**config.mk**
```make
export PLATFORM = sky130hd
export DESIGN_NAME = pipeline_if
export DESIGN_NICKNAME = d
export VERILOG_FILES = /design/src/rtl/pipeline_if.sv
export SDC_FILE = /design/constraint.sdc
export NUM_CORES = 1
export LEC_CHECK = 0
export BUFFER_PORTS_ARGS = -buffer_cell sky130_fd_sc_hd__clkbuf_2
export CAP_MARGIN = 0
export CORE_MARGIN = 2
export CORE_UTILIZATION = 56
export CTS_CLUSTER_SIZE = 8
export DETAILED_ROUTE_END_ITERATION = 7
export PLACE_DENSITY = 0.89
export SLEW_MARGIN = 5
export SYNTH_ARGS = -nofsm -noshare
export SYNTH_HDL_FRONTEND = slang
export SYNTH_SLANG_ARGS = --single-unit
```
**constraint.sdc**
```tcl
create_clock -name clk -period 4.4 [get_ports clk]
set_input_delay 0.88 -clock clk [delete_from_list [all_inputs] [get_ports clk]]
set_output_delay 0.88 -clock clk [all_outputs]
set_load 0.02 [all_outputs]
```
**src/rtl/pipeline_if.sv**
```systemverilog
// Instruction-fetch stage: issues sequential fetches over a req/gnt + rvalid memory port,
// buffers returned words in order with their PCs, and hands one instruction per cycle to decode.
module pipeline_if #(
  parameter int              XLEN     = 32,
  parameter int              DEPTH    = 2,
  parameter logic [XLEN-1:0] RESET_PC = '0,
  parameter logic [XLEN-1:0] NOP_INST = 'h13
) (
  input  logic            clk,
  input  logic            rst,
  input  logic            stall,
  input  logic            redirect_valid,
  input  logic [XLEN-1:0] redirect_pc,
  output logic            imem_req,
  output logic [XLEN-1:0] imem_addr,
  input  logic            imem_gnt,
  input  logic            imem_rvalid,
  input  logic [XLEN-1:0] imem_rdata,
  output logic            inst_valid,
  output logic [XLEN-1:0] inst,
  output logic [XLEN-1:0] pc
);

  localparam int PW = (DEPTH > 1) ? $clog2(DEPTH) : 1;
  localparam int CW = $clog2(DEPTH + 1);

  logic [XLEN-1:0] fetch_pc;
  logic [XLEN-1:0] last_pc;
  logic [XLEN-1:0] buf_pc   [DEPTH];
  logic [XLEN-1:0] buf_inst [DEPTH];
  logic [DEPTH-1:0] buf_filled;
  logic [PW-1:0]   head;
  logic [PW-1:0]   tail;
  logic [PW-1:0]   fill_ptr;
  logic [CW-1:0]   count;
  logic [CW-1:0]   pend;
  logic [CW-1:0]   drop_cnt;

  logic            head_valid;
  logic            credit_ok;
  logic            issue;
  logic            pop;
  logic            resp_drop;
  logic            resp_fill;
  logic [CW:0]     outstanding_next;
  logic [1:0]      unused_redirect_lsbs;

  function automatic logic [PW-1:0] next_ptr(input logic [PW-1:0] p);
    return (p == PW'(DEPTH - 1)) ? '0 : p + 1'b1;
  endfunction

  // Filled entries always form a prefix starting at head, since responses return in order;
  // fill_ptr marks the oldest unfilled entry and pend counts entries still waiting for data.
  assign head_valid = (count != '0) && buf_filled[head];
  assign credit_ok  = ({1'b0, count} + {1'b0, drop_cnt}) < (CW + 1)'(DEPTH);
  assign imem_req   = !rst && !redirect_valid && credit_ok;
  assign imem_addr  = fetch_pc;
  assign issue      = imem_req && imem_gnt;
  assign pop        = head_valid && !stall && !redirect_valid;
  assign resp_drop  = imem_rvalid && (drop_cnt != '0);
  assign resp_fill  = imem_rvalid && (drop_cnt == '0) && (pend != '0);

  assign outstanding_next = {1'b0, drop_cnt} + {1'b0, pend} - (CW + 1)'(resp_drop || resp_fill);
  assign unused_redirect_lsbs = redirect_pc[1:0];

  assign inst_valid = !rst && head_valid;
  assign inst       = inst_valid ? buf_inst[head] : NOP_INST;
  assign pc         = rst ? '0 : (inst_valid ? buf_pc[head] : last_pc);

  always_ff @(posedge clk) begin
    if (rst) begin
      fetch_pc   <= RESET_PC;
      last_pc    <= '0;
      head       <= '0;
      tail       <= '0;
      fill_ptr   <= '0;
      count      <= '0;
      pend       <= '0;
      drop_cnt   <= '0;
      buf_filled <= '0;
      for (int i = 0; i < DEPTH; i++) begin
        buf_pc[i]   <= '0;
        buf_inst[i] <= '0;
      end
    end else begin
      if (head_valid) begin
        last_pc <= buf_pc[head];
      end
      // Redirect squashes everything buffered; whatever is still at memory becomes a drop.
      if (redirect_valid) begin
        fetch_pc   <= {redirect_pc[XLEN-1:2], 2'b00};
        head       <= '0;
        tail       <= '0;
        fill_ptr   <= '0;
        count      <= '0;
        pend       <= '0;
        buf_filled <= '0;
        drop_cnt   <= CW'(outstanding_next);
      end else begin
        if (issue) begin
          buf_pc[tail]     <= fetch_pc;
          buf_filled[tail] <= 1'b0;
          tail             <= next_ptr(tail);
          fetch_pc         <= fetch_pc + XLEN'(4);
        end
        if (resp_fill) begin
          buf_inst[fill_ptr]   <= imem_rdata;
          buf_filled[fill_ptr] <= 1'b1;
          fill_ptr             <= next_ptr(fill_ptr);
        end
        if (pop) begin
          head <= next_ptr(head);
        end
        count    <= count + CW'(issue) - CW'(pop);
        pend     <= pend + CW'(issue) - CW'(resp_fill);
        drop_cnt <= drop_cnt - CW'(resp_drop);
      end
    end
  end

endmodule

```
==> impl_results.md <==
* Worst Setup Path Type: register to output pin
* Met2 WL at 10900 um
* Startpoint kind of the worst setup timing path: register
* Number of max-cap violations at 0
* Post-synthesis sequential element count at 196
* Leakage at 4.14 nW
* Area growth syn-to-layout at 17.2%
* Avg Inst Size Synth at 11.1 um^2
* Maximum number of pins on one net before global-route repair at 49
* Number of remaining DRC errors at 0
* TNS Setup at 0 ns
* Antenna Cells at 0
* Count of cell types in the netlist at 63
* Number of rows created at floorplan at 47
* Floorplan die area at 17600 um^2
* Kind of path behind the tightest hold check: register to register
* Final period demand of the worst path at 3.54 ns
* Critical-path top delay cell: nor2_4
* Final setup violation count at 0
* Final antenna-violating net count at 0
* Worst slew slack as a fraction of its limit at 18.8%
* Post-CTS resize count at 0
* Fmax at 283 MHz
* Final Total Pwr at 4.14 mW
* Maximum clock path buffer count at 2
* CTS clk-pin slew, worst paths at 0.07 ns
* Portion of the post-synthesis area used by sequential elements at 55.8%
* Endpoints failing hold at 0
* Worst hold slack at 0.476 ns
* Data arrival at the endpoint of the critical path at 2.66 ns
* Setup repair after global routing missed its margin: no
* Power density relative to cell area at 382 nW/um^2
* Stage delay of the slowest cell on the critical path at 0.80 ns
* Number of ports placed on the die boundary at 168
* Number of violations reported at the end of detailed-routing iteration 0 at 616
* Post-route met1 wirelength at 8500 um
* Number of nets in the finished design at 1048
* Clock tree root buffer cell: clkbuf_16
* Share of final-layout standard cells stronger than drive strength 1 at 23.2%
* Cells along the critical path: mux2i_1 > nor2_4 > buf_12 > nor2_1 > a211oi_1 > clkbuf_2
* Quantity of hold-fixing buffers added after cts at 0
* Total Routing Usage GR at 24.8%
* Filler Cell Count at 1219
* RD Place Congestion at 0.871
* Latest clock arrival within the worst-skew pair at 0.44 ns
* Clock buffers created by TritonCTS at 17
* Wire length on met3 at 1800 um
* Total wire length after detailed routing at 21900 um
* Run status: finished, final reports clean
* Count of flip-flops with a built-in enable after synthesis at 124
* First-pass GRT wire length at 34500 um
* Worst path required time at 3.52 ns
* Final worst path period share at 80.4%
* Clock tree from TritonCTS: done
* Worst Path Max Fanout at 48
* Top_reg_cell synth: edfxtp_1
* Top routing layer in use: met4
* Final Skew at 0.00838 ns
* Final Max Slew Viols at 0
* Detail Placement HPWL at 14600 um
* Mapped Cells at 835
* Actual transition at the worst max-transition pin at 1.22 ns
* Number of antenna violations at the first check in global routing at 0
* Core region area at 16300 um^2
* Total setup buffers inserted after CTS at 0
* Height of the die at 133 um
* H-tree depth at 4
* TritonCTS Sinks at 196
* Cell count after placement at 1170
* Final standard cell count with taps included and fillers excluded at 1202
* Global route total overflow at 0
* Total number of vias at 7053
* Detailed-routing iteration count for the pre-antenna-repair pass at 5
* Wire length per cell after detailed routing at 18.2 um
* Port-buffer cells at 161
* Number of warnings issued by yosys at 0
* Number of vias per cell at 5.87
* Die width at 133 um
* Number of global-route vias before repair at 6871
* Category of the worst setup path capture point: output pin
* Initial standard-cell utilization of the core at 56.6%
* Area of the mapped netlist at 9260 um^2
* Share of flip-flops with an asynchronous set or reset after synthesis at 0%
* Max VDD drop at 323 uV
[registers in the layout (all words and copies together) (netlist names), 2 cells and up, named ones only]
signal      cells
count           2
buf_filled      2
last_pc        30
buf_inst       64
drop_cnt        2
buf_pc         60
imem_addr      30
pend            2
[cells in the mapped netlist, drive strengths merged (8+ instances only)]
cell type	n	share of area [%]
ha	8	1.1
nor4	9	0.84
a211oi	67	5.4
nand3	11	0.73
nand2	31	1.3
dfxtp	72	16
nor2	100	4.1
and2	100	6.8
xnor2	10	0.95
inv	14	0.57
and3	32	2.2
a311oi	8	0.76
clkbuf	52	2.1
buf	13	0.76
nand4	17	1.5
nor3	17	0.92
edfxtp	124	40
mux2i	64	6.9
[power by group]
part | leakage, nW | internal (mW) | switching (mW)
clock | 0.296 | 0.867 | 0.741
combinational | 1.97 | 0.144 | 0.262
sequential | 1.87 | 2.04 | 0.0835
total | 4.14 | 3.05 | 1.09
[placed cells by master (no fill, tap or decap), types with 3 or more instances in the layout]
cell	netlist	routed
a2111oi_0	3	3
o311ai_0	4	4
inv_8	0	6
nand2_1	31	31
and4_1	3	3
dfxtp_1	72	71
a31oi_1	7	7
xor2_1	7	7
and2_1	99	99
ha_1	8	8
nand3b_1	4	4
or2_2	4	4
a21oi_1	4	4
buf_4	5	16
nor2_1	100	98
clkbuf_16	0	17
clkinv_4	0	3
inv_1	14	14
clkbuf_2	1	160
xnor2_1	10	10
nand4_1	14	14
nor3_1	17	17
o211ai_1	6	6
nand3_1	10	10
and3_1	31	31
o21ai_0	5	5
mux2i_1	64	64
a311oi_1	8	8
edfxtp_1	124	124
conb_1	1	4
nor4_1	7	7
a211oi_1	67	67
or4_1	6	6
o221ai_1	4	4
or3_1	4	4
[logic make-up after synthesis]
kind of cell    count (synthesis)  synth area share, %
other cells                     1               0.0405
compound gates                118                 9.61
fa+ha+maj                       9                 1.30
simple gates                  350                 21.0
flops                         196                 55.8
xor+xnor                       18                 1.87
mux                            64                 6.92
buf+inv                        79                 3.45
[metal layers]
layer | up-vias | global-route usage, %
li1 | 3351 | -
met3 | 57 | 5.44
met2 | 335 | 41.2
met5 | - | 0
met4 | 0 | 11.0
met1 | 3310 | 31.3
[per-stage QoR]
step / utilization [%] / cell area (um^2) / setup slack [ns]
after global routing: 66.4 / 10800 / 0.628
after CTS: 66.4 / 10800 / 0.842
after floorplan: - / 9270 / 1.30
final: 66.4 / 10800 / 0.861
after detailed placement: 62.6 / 10200 / 1.00
after global placement: 62.6 / 10200 / 1.08
[critical path, delay by kind of cell (launching register included)]
family          cells  cell delay, ns
mux                 1            0.17
flops               1            0.38
compound gates      1            0.25
simple gates        2            0.88
buf+inv             2            0.51
[cell type report]
| cell class | instances | area (um^2) | share of cell area, % |
|---|---|---|---|
| Clock buffer | 17 | 425 | 3.92 |
| Clock inverter | 15 | 186 | 1.72 |
| Inverter | 14 | 52.6 | 0.484 |
| Multi-Input combinational cell | 563 | 3800 | 35.0 |
| Sequential cell | 196 | 5170 | 47.6 |
| Tap cell | 220 | 275 | 2.54 |
| Timing Repair Buffer | 177 | 941 | 8.67 |
[worst paths after layout]
| path | from | endpoint | slack (ns) | cells after the start |
|---|---|---|---|---|
| worst max register to register | drop_cnt[0] | pend[1] | 1.34 | 13 |
| worst min register to register | buf_filled[0] | buf_filled[0] | 0.48 | 2 |
| worst min-delay path | buf_filled[0] | buf_filled[0] | 0.48 | 2 |
| worst max-delay path | head | pc[14] | 0.86 | 6 |
No activity file was read; power rests on OpenSTA's default activity.
